`config.mk`:
```
export PLATFORM = sky130hd
export DESIGN_NAME = pipe_hazard_ctrl
export DESIGN_NICKNAME = d
export VERILOG_FILES = /design/src/rtl/pipe_hazard_ctrl.sv
export SDC_FILE = /design/constraint.sdc
export NUM_CORES = 1
export LEC_CHECK = 0
export ABC_AREA = 1
export BUFFER_PORTS_ARGS = -buffer_cell sky130_fd_sc_hd__buf_2
export CAP_MARGIN = 5
export CORE_ASPECT_RATIO = 1.25
export CORE_MARGIN = 3
export CORE_UTILIZATION = 35
export DETAILED_ROUTE_END_ITERATION = 8
export MAX_ROUTING_LAYER = met4
export PLACE_DENSITY = 0.93
export SLEW_MARGIN = 20
export SYNTH_ARGS = -nofsm -noshare
export SYNTH_HDL_FRONTEND = slang
export SYNTH_SLANG_ARGS = --single-unit
```
`constraint.sdc`:
```
create_clock -name clk -period 2.49 [get_ports clk]
set_input_delay 0.6225 -clock clk [delete_from_list [all_inputs] [get_ports clk]]
set_output_delay 0.6225 -clock clk [all_outputs]
set_load 0.02 [all_outputs]
```
`src/rtl/pipe_hazard_ctrl.sv`:
```
// rtl/pipe_hazard_ctrl.sv - pipeline stall/flush/redirect controller with data-memory wait sequencing
// Optional performance counters are enabled by defining PIPE_HAZARD_PERF_EN.
module pipe_hazard_ctrl #(
    parameter int MEM_TIMEOUT = 16,
    parameter int CNT_W       = 32
) (
    input  logic        clk,
    input  logic        reset,
    input  logic [4:0]  ID_rs1Reg,
    input  logic [4:0]  ID_rs2Reg,
    input  logic        EX_MemRead,
    input  logic [4:0]  EX_rdReg,
    input  logic        MEM_Branch,
    input  logic        MEM_Jump,
    input  logic        MEM_zero,
    input  logic        MEM_s_less,
    input  logic        MEM_u_less,
    input  logic [2:0]  MEM_funct3,
    input  logic [63:0] MEM_PCSum,
    input  logic        MEM_MemRead,
    input  logic        MEM_MemWrite,
    input  logic        dmem_ready,
    output logic        PCSrc,
    output logic [63:0] PCtarget,
    output logic        PCwrite,
    output logic        IDwrite,
    output logic        IDflush,
    output logic        EXflush,
    output logic        MEMflush,
    output logic        pipe_hold,
    output logic        dmem_req,
    output logic        mem_err
`ifdef PIPE_HAZARD_PERF_EN
    ,
    output logic [CNT_W-1:0] perf_stall_cyc,
    output logic [CNT_W-1:0] perf_lu_cnt,
    output logic [CNT_W-1:0] perf_redir_cnt,
    output logic [CNT_W-1:0] perf_wait_cyc
`endif
);

    typedef enum logic [1:0] {
        ST_RUN     = 2'd0,
        ST_MEMWAIT = 2'd1,
        ST_ERROR   = 2'd2
    } state_t;

    localparam logic [7:0] TIMEOUT_C = 8'(MEM_TIMEOUT);

    state_t     state, state_n;
    logic [7:0] wait_cnt, wait_cnt_n;

    logic acc;
    logic taken;
    logic hold_req;
    logic redir;
    logic lu;
    logic redir_win;
    logic lu_win;

    always_ff @(posedge clk) begin
        if (reset) begin
            state    <= ST_RUN;
            wait_cnt <= 8'd0;
        end else begin
            state    <= state_n;
            wait_cnt <= wait_cnt_n;
        end
    end

    always_comb begin
        taken = 1'b0;
        case (MEM_funct3)
            3'b000:  taken = MEM_zero;
            3'b001:  taken = ~MEM_zero;
            3'b100:  taken = MEM_s_less;
            3'b101:  taken = ~MEM_s_less;
            3'b110:  taken = MEM_u_less;
            3'b111:  taken = ~MEM_u_less;
            default: taken = 1'b0;
        endcase
    end

    always_comb begin
        state_n    = state;
        wait_cnt_n = wait_cnt;
        PCSrc      = 1'b0;
        PCtarget   = MEM_PCSum;
        PCwrite    = 1'b1;
        IDwrite    = 1'b1;
        IDflush    = 1'b0;
        EXflush    = 1'b0;
        MEMflush   = 1'b0;
        pipe_hold  = 1'b0;
        dmem_req   = 1'b0;
        mem_err    = 1'b0;
        redir_win  = 1'b0;
        lu_win     = 1'b0;

        acc      = MEM_MemRead | MEM_MemWrite;
        hold_req = acc & ~dmem_ready;
        redir    = MEM_Jump | (MEM_Branch & taken);
        lu       = EX_MemRead & (EX_rdReg != 5'd0) &
                   ((EX_rdReg == ID_rs1Reg) | (EX_rdReg == ID_rs2Reg));

        case (state)
            ST_RUN: begin
                if (hold_req) begin
                    state_n    = ST_MEMWAIT;
                    wait_cnt_n = 8'd1;
                end
            end
            ST_MEMWAIT: begin
                if (dmem_ready) begin
                    state_n = ST_RUN;
                end else if (wait_cnt == TIMEOUT_C) begin
                    state_n = ST_ERROR;
                end else begin
                    wait_cnt_n = wait_cnt + 8'd1;
                end
            end
            default: state_n = ST_ERROR;
        endcase

        if (state == ST_ERROR) begin
            PCwrite   = 1'b0;
            IDwrite   = 1'b0;
            pipe_hold = 1'b1;
            mem_err   = 1'b1;
        end else begin
            dmem_req = acc;
            // Frozen MEM contents mean any pending redirect is simply re-seen on release.
            if (hold_req) begin
                pipe_hold = 1'b1;
                PCwrite   = 1'b0;
                IDwrite   = 1'b0;
            end else if (redir) begin
                redir_win = 1'b1;
                PCSrc     = 1'b1;
                IDflush   = 1'b1;
                EXflush   = 1'b1;
                MEMflush  = 1'b1;
            end else if (lu) begin
                lu_win  = 1'b1;
                PCwrite = 1'b0;
                IDwrite = 1'b0;
                EXflush = 1'b1;
            end
        end
    end

`ifdef PIPE_HAZARD_PERF_EN
    always_ff @(posedge clk) begin
        if (reset) begin
            perf_stall_cyc <= '0;
            perf_lu_cnt    <= '0;
            perf_redir_cnt <= '0;
            perf_wait_cyc  <= '0;
        end else begin
            if (!PCwrite && !(&perf_stall_cyc))
                perf_stall_cyc <= perf_stall_cyc + 1'b1;
            if (lu_win && !(&perf_lu_cnt))
                perf_lu_cnt <= perf_lu_cnt + 1'b1;
            if (redir_win && !(&perf_redir_cnt))
                perf_redir_cnt <= perf_redir_cnt + 1'b1;
            if (pipe_hold && !(&perf_wait_cyc))
                perf_wait_cyc <= perf_wait_cyc + 1'b1;
        end
    end
`endif

endmodule

```
==> results list, run 1 <==
* Outcome: complete, no violations
* Height of the die: 76.7 um
* Reg-to-reg critical path startpoint: wait_cnt[0]
- Highest Signal Layer: met4
- Post-Route Utilization: 0.316
- Average wire length per cell after detail routing: 11.9 um
- The worst setup path is captured at a primary output.
- Final slew viol count: 0
- The most critical setup path has its startpoint at MEM_MemRead.
- The worst setup path is of the in -> out kind.
- The synthesized design contains 0 enable-type register cells.
* Synthesis-to-layout area growth: -13.9%
- # Post-CTS Setup Buffers: 0
- 166 I/O pins were placed.
* Post-synthesis sequential element count: 10
* Worst flop-to-flop path endpoint: wait_cnt[3]
- Final Hold Fails: 0
* Total clock sinks: 10
- Horiz. Die Dim: 62.6 um
* Worst hold path class: reg -> reg
- Summed over all nets, wire length on met2 after detailed routing comes to 1.53 mm.
* DP HPWL: 2.67 mm
* H-tree depth: 1
- After synthesis the cells add up to 0.00140 sq mm.
* Post-route clock skew: 0.00494 ns
- Leaving out fill and tap cells, the most frequent cell in the layout is sky130_fd_sc_hd__nand2_1.
* Clock latency at the later pin of the worst-skew pair: 0.24 ns
- The repair_antennas step left the layout with diodes totalling 0.
- Worst rel slew slack: 0.782
- RePlAce Congestion: 0.832
* Syn Nets: 330
- For this run, the number of standard cells in the final layout without fillers is 263.
- After floorplanning, the core was divided into 25 placement rows.
- The floorplan step defined a die boundary enclosing 0.00480 sq mm.
- Global-route wire length before repair: 5.26 mm
* Fraction of final layout cells sized beyond drive strength 1: 0.239
* Part of the cycle the worst path needs: 0.877
- Vias per cell: 4.48
- Cell area after placement: 0.00115 sq mm
* Cells after Synth: 235
- Port buffering added 37 buffers.
* Worst-case hold slack: 0.493 ns
* Arr. time, crit path: 1.56 ns
- Count of maximum capacitance violations: 0
- Vias in the first global route: 1210
* Post-route antenna net violation count: 0
- The routed design uses 418 um of met3 wire.
- In the routed design, unresolved DRC markers number 0.
- The root buffer cell chosen for the clock tree is sky130_fd_sc_hd__clkbuf_8.
* Antenna violations before repair: 0
* Total CTS buffers: 3
* Leakage power summed over all cells: 0.658 nW
- Buffer levels on the longest clock path: 2
* Max Clk Rate: 458 MHz
- Wires add up to 3.14 mm.
* Startpoint type of the worst setup path: primary input
- The worst register-to-register path has a setup slack of 1.01 ns.
* Vias after detailed routing: 1179
* Setup slack after layout: 0.305 ns
- # placed instances: 259
- Power spread over the standard cell area amounts to 414 mW/mm^2.
- Metal1 wirelength: 1.01 mm
- The average instance in the mapped netlist occupies 5.96 sq um.
* Commonest cells after routing, fill and taps aside: 56 x sky130_fd_sc_hd__nand2_1, 37 x sky130_fd_sc_hd__buf_2, 28 x sky130_fd_sc_hd__inv_1
- Slew of the pin with the lowest slew margin: 0.326 ns
- Post-synth ARST share: 0
* Maximum fanout encountered on the critical timing path: 4
- After routing the design area is 0.00121 sq mm.
* DRT iter0 DRCs: 36
- In the global route stage, overall resource usage came out at 0.140.
- Count of hold-fix buffers inserted at cts: 0
- Iteration count of the initial detailed-routing pass: 4
- In this run the standard cell core region covers 0.00382 sq mm.
- Total global routing overflow: 0
* Starting density of the core: 0.367
- Time the worst path needs with I/O delays and setup: 2.18 ns
- Entering global routing, the biggest net connects 11 pins.
- TritonCTS built the clock tree.
- Clock transition time at the flip-flop clock pins of the worst setup and hold paths: 0.05 ns
- Power comes to 0.500 mW.
- During synthesis, Yosys emitted a total of 0 warnings.
- The most used flip-flop cell after synthesis is sky130_fd_sc_hd__dfxtp_1.
- At the worst endpoint, the required time is 1.87 ns.
- For this run, the register share of the synthesized area comes to 0.143.
- Setup repair after global routing left no endpoint under its margin.
* Worst-case vdd ir drop: 240 uV
- The number of different library cells used by synthesis comes to 21.
- The worst register-to-register path has a depth of 9.
- End point of the critical path: PCwrite
- Before CTS, the worst setup slack after placement is 0.244 ns.
* Final setup violation count: 0
- In the final timing run, aggregate negative setup slack is 0 ns.
- Layout Nets: 305
- PostCTS Resize Cnt: 0
routing by layer:
| layer | GRT usage | up-vias |
|---|---|---|
| met5 | - | - |
| met4 | 0.104 | 0 |
| met3 | 0.0717 | 23 |
| met2 | 0.244 | 59 |
| met1 | 0.109 | 503 |
| li1 | - | 594 |
cell usage after synthesis (2+ instances only):
cell                      number  area (sq um)
sky130_fd_sc_hd__a21oi_1      11          55.1
sky130_fd_sc_hd__nand2_4       2          22.5
sky130_fd_sc_hd__inv_1        28           105
sky130_fd_sc_hd__nor2_1       25          93.8
sky130_fd_sc_hd__nand4_1       3          18.8
sky130_fd_sc_hd__nand2_1      56           210
sky130_fd_sc_hd__nand3_1      16          80.1
sky130_fd_sc_hd__buf_4        67           503
sky130_fd_sc_hd__xnor2_1       2          17.5
sky130_fd_sc_hd__inv_2         4          15.0
sky130_fd_sc_hd__ha_1          2          25.0
sky130_fd_sc_hd__dfxtp_1      10           200
critical path: stages:
cell,delay [ns]
sky130_fd_sc_hd__buf_2,0.09
sky130_fd_sc_hd__inv_1,0.06
sky130_fd_sc_hd__a21oi_1,0.09
sky130_fd_sc_hd__nor2_1,0.28
sky130_fd_sc_hd__nand2_1,0.14
sky130_fd_sc_hd__nand2_1,0.11
sky130_fd_sc_hd__buf_2,0.18
how the worst min path moves through the flow:
stage / start / endpoint / slack, ns / depth (start not counted)
after floorplan: state[1] / state[1] / 0.45 / 2
after global placement: state[1] / state[1] / 0.46 / 2
after detailed placement: state[1] / state[1] / 0.49 / 2
after CTS: state[1] / state[1] / 0.50 / 2
after global routing: state[1] / state[1] / 0.53 / 2
final: state[1] / state[1] / 0.49 / 2
power by group:
group	switching, mW	total, mW	internal, mW
clock network	0.0637	0.203	0.139
registers	0.00412	0.168	0.164
logic	0.0802	0.129	0.0491
logic make-up after synthesis:
family | share of synthesized area
AO/OA/AOI/OAI | 0.0464
XOR/XNOR | 0.0188
adder cells (fa/ha/maj) | 0.0179
buffers and inverters | 0.448
flip-flops | 0.143
AND/OR/NAND/NOR | 0.326
area by class of cell:
class | count | area [sq um]
Fill cell | 428 | 2610
Multi-Input combinational cell | 125 | 573
Sequential cell | 10 | 200
Timing Repair Buffer | 37 | 185
Inverter | 33 | 125
Tap cell | 54 | 67.6
Clock buffer | 4 | 55.1
sequential cells by signal, summed over array words and instances (netlist names):
name	flops
wait_cnt	8
state	2
(Power assumes the default switching activity.)
==> run 2: changes to the inputs <==
Settings changed: CORE_ASPECT_RATIO 1.25 to 0.5, CORE_UTILIZATION 35 to 30, PLACE_DENSITY 0.93 to 0.86.
Clock period 2.49 ns to 1.95 ns, I/O delays scaled along.
==> results list, run 2 (synthesis gave the netlist of run 1 again) <==
* Outcome: complete, no violations
- Antenna violations before repair: 0
- Total clock sinks: 10
- RePlAce Congestion: 0.766
- From bottom edge to top edge, the die measures 54.3 um.
* Iteration count of the initial detailed-routing pass: 4
- In this run, the number of DRC markers left after iteration 0 of detailed routing was 40.
- Vias after detailed routing: 1143
* Endpoint kind of the worst setup timing path: primary output
* Final Hold Fails: 0
- Worst-case vdd ir drop: 157 uV
* Cell area after placement: 0.00115 sq mm
- TritonCTS built the clock tree.
- Max FFs per register: 8
- Summed over all layers, the routed wires come to 2.51 mm.
- Worst rel slew slack: 0.806
- The via count of the first global-routing pass is 989.
- H-tree depth: 1
- In this run the worst path has a maximum fanout of 4.
* Root Driver: sky130_fd_sc_hd__clkbuf_8
* Starting density of the core: 0.335
- Maximum number of pins on one net before global-route repair: 11
- Time the worst path needs with I/O delays and setup: 1.85 ns
* DP HPWL: 2.06 mm
- Leaving out fill and tap cells, the most frequent cell in the layout is sky130_fd_sc_hd__nand2_1.
- In the final layout, the registers with the most flip-flops are wait_cnt (8), state (2).
- At the worst endpoint, the arrival time is 1.36 ns.
- The longest clock path from root to sink contains 2 buffers.
- Leakage power summed over all cells: 0.653 nW
- Fraction of final layout cells sized beyond drive strength 1: 0.250
- Max Clk Rate: 540 MHz
- In the final routed layout, each cell accounts on average for 9.58 um.
* Startpoint type of the worst setup path: primary input
- The core region is 0.00418 sq mm.
- The path class of the tightest hold or removal check is reg -> reg.
- At the end of the flow the core is filled with cells to 0.288.
* Count of buffers inserted at the top-level ports: 37
- From left edge to right edge, the die measures 103 um.
* Overall power: 0.591 mW
- The area growth from synthesis to layout is -14.0%.
* Global-route wire length before repair: 4.12 mm
* Clock latency at the later pin of the worst-skew pair: 0.24 ns
- For this design, the slowest cell found on the critical path is sky130_fd_sc_hd__or2_0.
* Commonest cells after routing, fill and taps aside: 56 x sky130_fd_sc_hd__nand2_1, 35 x sky130_fd_sc_hd__buf_2, 28 x sky130_fd_sc_hd__inv_1
- WP data required: 1.46 ns
* DRC errors left: 0
* Clock transition time at the flip-flop clock pins of the worst setup and hold paths: 0.05 ns
* # Post-CTS Setup Buffers: 0
* Total CTS buffers: 3
- The floorplan has 16 rows.
* GRT Util Overall: 0.0950
- For this design the ratio of total power to cell area is 491 mW/mm^2.
- Setup violations remaining at the end of the flow were counted as 0.
- Slew of the pin with the lowest slew margin: 0.288 ns
* Final slew viol count: 0
- Layout Nets: 305
- The finished cells cover 0.00120 sq mm.
- Post-route antenna net violation count: 0
- Unrepaired setup endpoints after global routing: true
* Count of maximum capacitance violations: 0
- The die covers 0.00558 sq mm.
- The critical path is of the in -> out type.
- Using the TritonRoute via totals, the vias-per-cell ratio works out to 4.36.
- Most used cell along the critical path: sky130_fd_sc_hd__nand2_1
- Cells along the critical path: buf_2, or2_0, nand4_1, nand2_1, nand2_1, nand2_1, nand2_1, nand2_1, buf_2
- For this design the top-level I/O count stands at 166.
- Clock skew on the completed layout was measured at 0.00219 ns.
- Counting the fill cells in the layout gives 454.
- Total global routing overflow: 0
* Register with the most flip-flops: wait_cnt
- Delay of the slowest critical-path stage: 0.21 ns
- The number of antenna diodes in the final layout is 0.
* Part of the cycle the worst path needs: 0.949
[run 2: changes by cell type in the layout (fill, tap and decap cells not counted), sizes merged]
| cell | change |
|---|---|
| clkbuf | -1 |
[run 2: worst max-delay path, delay by kind of cell]
family,cells,cell delay (ns)
buffers and inverters,2,0.27
and+or+nand+nor,7,0.62
[run 2: what timing repair did]
| action | 4_1_cts | 5_1_grt |
|---|---|---|
| hold buffers | 0 | 0 |
| setup endpoints to repair | 0 | 5 |
| gates resized for setup | 0 | 6 |
[run 2: final timing paths]
path | start | endpoint | slack [ns] | cells past startpoint
max | MEM_funct3[0] | IDwrite | 0.1 | 9
min | state[1] | state[1] | 0.48 | 2
max reg2reg | wait_cnt[0] | wait_cnt[2] | 0.46 | 9
min reg2reg | state[1] | state[1] | 0.48 | 2
[run 2: cell type report]
| class | instances | area [sq um] | share of cell area |
|---|---|---|---|
| Multi-Input combinational cell | 125 | 581 | 0.482 |
| Sequential cell | 10 | 200 | 0.166 |
| Timing Repair Buffer | 37 | 190 | 0.158 |
| Inverter | 33 | 125 | 0.104 |
| Tap cell | 54 | 67.6 | 0.0561 |
| Clock buffer | 3 | 41.3 | 0.0343 |
[run 2: power by group]
part	internal, mW	switching (mW)	leakage, nW	total [mW]
clock network	0.135	0.0790	0.0216	0.214
logic	0.0644	0.0988	0.550	0.163
registers	0.209	0.00456	0.0810	0.214
total	0.409	0.182	0.653	0.591
[run 2: layer usage]
metal	vias up	routed length, um	share of wire	track usage
met1	483	953	0.38	0.0951
met5	-	0	0	-
li1	596	-	-	-
met3	25	254	0.10	0.0344
met4	0	136	0.054	0.0806
met2	39	1170	0.46	0.153
[run 2: metrics by stage]
| stage | cells | setup slack, ns | TNS, ns | hold WS (ns) |
|---|---|---|---|---|
| floorplan | 235 | 0.124 | 0 | 0.448 |
| global placement | 259 | 0.111 | 0 | 0.471 |
| finish | 262 | 0.0995 | 0 | 0.481 |
| CTS | 262 | 0.100 | 0 | 0.482 |
| global route | 262 | -0.0147 | -0.0598 | 0.507 |
| detailed placement | 259 | 0.101 | 0 | 0.475 |
==> run 3: changes to the inputs <==
Settings changed: ABC_AREA 1 to 0, PLACE_DENSITY 0.86 to 0.87.
==> results list, run 3 <==
- Outcome: finished, violations left
- The checks that failed: negative setup slack.
- Total CTS buffers: 3
- In the finished design, the share of the clock period the worst path needs comes to 1.09.
* Crit Path Class: in -> out
- RePlAce Congestion: 0.838
- The largest registers in the layout are wait_cnt (8), state (2).
* Total Die Area: 0.00539 sq mm
- In this run the number of H-tree levels came out at 1.
- The register with the most flip-flops in the layout has 8 of them.
- Arr. time, crit path: 1.63 ns
* Maximum number of pins on one net before global-route repair: 11
* Power share of the combinational group: 0.339
- The register with the most flip-flops in the final layout is wait_cnt.
* Average footprint of a synthesized cell: 8.27 sq um
- In the final layout, the share of cells above drive strength 1 is 0.472.
- Leaving out fill and tap cells, the most frequent cell in the layout is sky130_fd_sc_hd__buf_2.
- Number of distinct standard cells referenced by the synthesized netlist: 43
- The core region is 0.00410 sq mm.
- Overall power: 0.640 mW
* Post-synthesis sequential element count: 10
- Sequential power share: 0.334
- Storage element area: 200 sq um
- Syn Std Cell Area: 0.00135 sq mm
- On the critical path, the stage with the largest delay is an instance of sky130_fd_sc_hd__or4_4.
- Total net switching power: 0.184 mW
* Setup slack after layout: -0.170 ns
- STA classifies the critical path endpoint as a primary output.
- The analysis attributes to cell leakage a power of 0.580 nW.
- The die is 53.4 um tall.
* Area occupied by multi-input gates: 637 sq um
- Layout Nets: 241
- Count of maximum capacitance violations: 0
- After detailed routing, the average wire length per cell comes to 14.3 um.
* Dominant cells by area after synthesis: sky130_fd_sc_hd__buf_4 37%, sky130_fd_sc_hd__dfxtp_1 15%, sky130_fd_sc_hd__xnor2_1 7.1%, sky130_fd_sc_hd__nor4b_4 3.5%, sky130_fd_sc_hd__xor2_1 3.2%
* CTS tree: done
* DRT iter0 DRCs: 42
- Antenna Diode Count: 0
- The detail route stage leaves a number of antenna-violating nets equal to 0.
- STA puts the critical path data required time at 1.46 ns.
- DP HPWL: 2.25 mm
- The worst register-to-register path begins at wait_cnt[0].
* Number of rows in the core area: 16
- Library cell with the highest instance count after synthesis: sky130_fd_sc_hd__buf_4
- The via count of the first global-routing pass is 990.
- Post-route clock skew: 0.000422 ns
* Commonest cells after routing, fill and taps aside: 27 x sky130_fd_sc_hd__buf_2, 11 x sky130_fd_sc_hd__xnor2_1, 11 x sky130_fd_sc_hd__buf_4
- Counting every net in the synthesized netlist gives 258.
* Most used flip-flop cell after synthesis: sky130_fd_sc_hd__dfxtp_1
* # IOs: 166
- Total global routing overflow: 0
* Max Clk Rate: 472 MHz
- For the worst flop-to-flop path, the logic depth is 6.
- The synthesized design contains 0 enable-type register cells.
* GRT Util Overall: 0.101
* Slew of the pin with the lowest slew margin: 0.411 ns
- Slack of the worst reg-to-reg path: 0.39 ns
- Walking the worst path, the cells encountered are buf_6, or4_4, o21ai_2, nand2_1, o211ai_1, buf_4.
- In this run the worst hold path is classified as reg -> reg.
- Post-synth ARST share: 0
* Horiz. Die Dim: 101 um
- Headroom to the max-slew limit came out at 0.726.
- Including well taps, the total number of placed cells is 194.
- Final setup violation count: 3
- Vias after detailed routing: 931
- Launch point of the worst hold path: wait_cnt[4]
- The synthesized design spends more area on one cell type than any other, namely sky130_fd_sc_hd__buf_4.
- Setup WS pre-CTS: -0.278 ns
* Startpoint type of the worst setup path: primary input
- Endpoint, Worst Hold: wait_cnt[4]
- Final slew viol count: 0
* Root Driver: sky130_fd_sc_hd__clkbuf_8
* Count of buffers inserted at the top-level ports: 37
- The clock passes through at most 2 buffers.
- Post-Route Utilization: 0.315
- Synthesis handed over a netlist of 163 instances.
- Proportion of power drawn by the clock network: 0.327
* Share of synthesized area occupied by flip-flops and latches: 0.148
- Vias per cell: 4.70
- For this design the ratio of total power to cell area is 494 mW/mm^2.
* Total Wirelength: 2.84 mm
- The worst register-to-register path ends at wait_cnt[1].
* Time the worst path needs with I/O delays and setup: 2.12 ns
- The first global-routing pass estimated 4.24 mm of wire.
- Along the worst path, the maximum fanout reaches 2.
* Number of filler instances in the final layout: 416
- The number of failing hold endpoints at the final stage came to 0.
- For this design, the sink count on the clock tree is 10.
- Setup repair after global routing could not meet its margin everywhere.
* Area share of the largest cell type after synthesis: 0.373
* Sw frac: 0.287
- Yosys printed 0 warnings.
* Top cells by count, synth: 67 x sky130_fd_sc_hd__buf_4, 11 x sky130_fd_sc_hd__xnor2_1, 10 x sky130_fd_sc_hd__dfxtp_1
* Internal Power: 0.456 mW
- The area growth from synthesis to layout is -4.08%.
- Clock-pin slew was measured on the worst setup and hold paths at 0.04 ns.
- Hold path depth: 2
- Clock latency at the later pin of the worst-skew pair: 0.23 ns
- Excluding fillers, the count of instances in the completed layout stands at 198.
- Starting density of the core: 0.329
* DRC errors left: 0
* Antenna violations before repair: 0
- Worst-case vdd ir drop: 167 uV
* Delay of the slowest critical-path stage: 0.52 ns
- Iteration count of the initial detailed-routing pass: 4
## run 3: changes by cell type after synthesis, sizes merged, moves of 3 or more
cell	change
a21oi	-7
nor2	-19
nor3	+3
inv	-25
xor2	+4
xnor2	+9
o2111ai	+3
nand2	-52
nand3	-14
## run 3: what timing repair did
action,CTS,global route
setup endpoints to repair,7,6
hold endpoints to repair,0,0
buffers inserted,1,0
hold buffers,0,0
resized for setup,22,2
pin swaps,9,5
## run 3: cell type report
cell class | count | share of cell area
multi-input cells | 77 | 0.492
well taps | 54 | 0.0522
inverters | 7 | 0.0222
repair buffers | 47 | 0.247
clock buffers | 3 | 0.0319
flip-flops and latches | 10 | 0.155
## run 3: worst max-delay path by stage
stage / start / end / slack [ns] / cells after the start
after floorplan: EX_rdReg[1] / PCwrite / -0.22 / 5
after global placement: EX_rdReg[1] / IDwrite / -0.25 / 6
after detailed placement: EX_rdReg[1] / EXflush / -0.28 / 6
after CTS: EX_rdReg[3] / IDwrite / -0.22 / 6
after global routing: EX_rdReg[2] / IDwrite / -0.25 / 6
final: EX_rdReg[2] / IDwrite / -0.17 / 6
## run 3: per-stage QoR
stage | cell area [sq um] | hold WS, ns | TNS, ns
after floorplan | 1350 | 0.454 | -0.221
after global placement | 1150 | 0.472 | -1.28
after detailed placement | 1150 | 0.508 | -1.43
after CTS | 1280 | 0.515 | -0.617
after global routing | 1290 | 0.551 | -0.806
final | 1290 | 0.513 | -0.502
## run 3: metal layers
metal / GRT usage / wire length [um] / vias up
met4: 0.110 / 168 / 0
met1: 0.0897 / 947 / 419
met3: 0.0197 / 203 / 30
met5: - / 0 / -
met2: 0.182 / 1520 / 46
li1: - / - / 436
## run 3: cell families (layout without fill, tap and decap cells)
family,count (synthesis),after routing,share of synthesized area
buffers and inverters,76,57,0.404
AND/OR/NAND/NOR,38,38,0.189
AO/OA/AOI/OAI,19,19,0.122
XOR/XNOR,16,16,0.104
flip-flops,10,10,0.148
adder cells (fa/ha/maj),2,2,0.0185
multiplexers,2,2,0.0148
## run 3: power groups by stage
| stage | logic (mW) | clock network [mW] | registers (mW) |
|---|---|---|---|
| 3_5_place_dp | 0.183 | 0 | 0.217 |
| 4_1_cts | 0.215 | 0.214 | 0.213 |
| 6_report | 0.217 | 0.209 | 0.213 |
| 3_3_place_gp | 0.177 | 0 | 0.217 |
| 5_1_grt | 0.234 | 0.221 | 0.214 |
| 2_1_floorplan | 0.304 | 0 | 0.217 |
## run 3: critical path: cells and delay by family
family | cells | cell delay, ns
AND/OR/NAND/NOR | 2 | 0.59
buffers and inverters | 2 | 0.28
AO/OA/AOI/OAI | 2 | 0.27
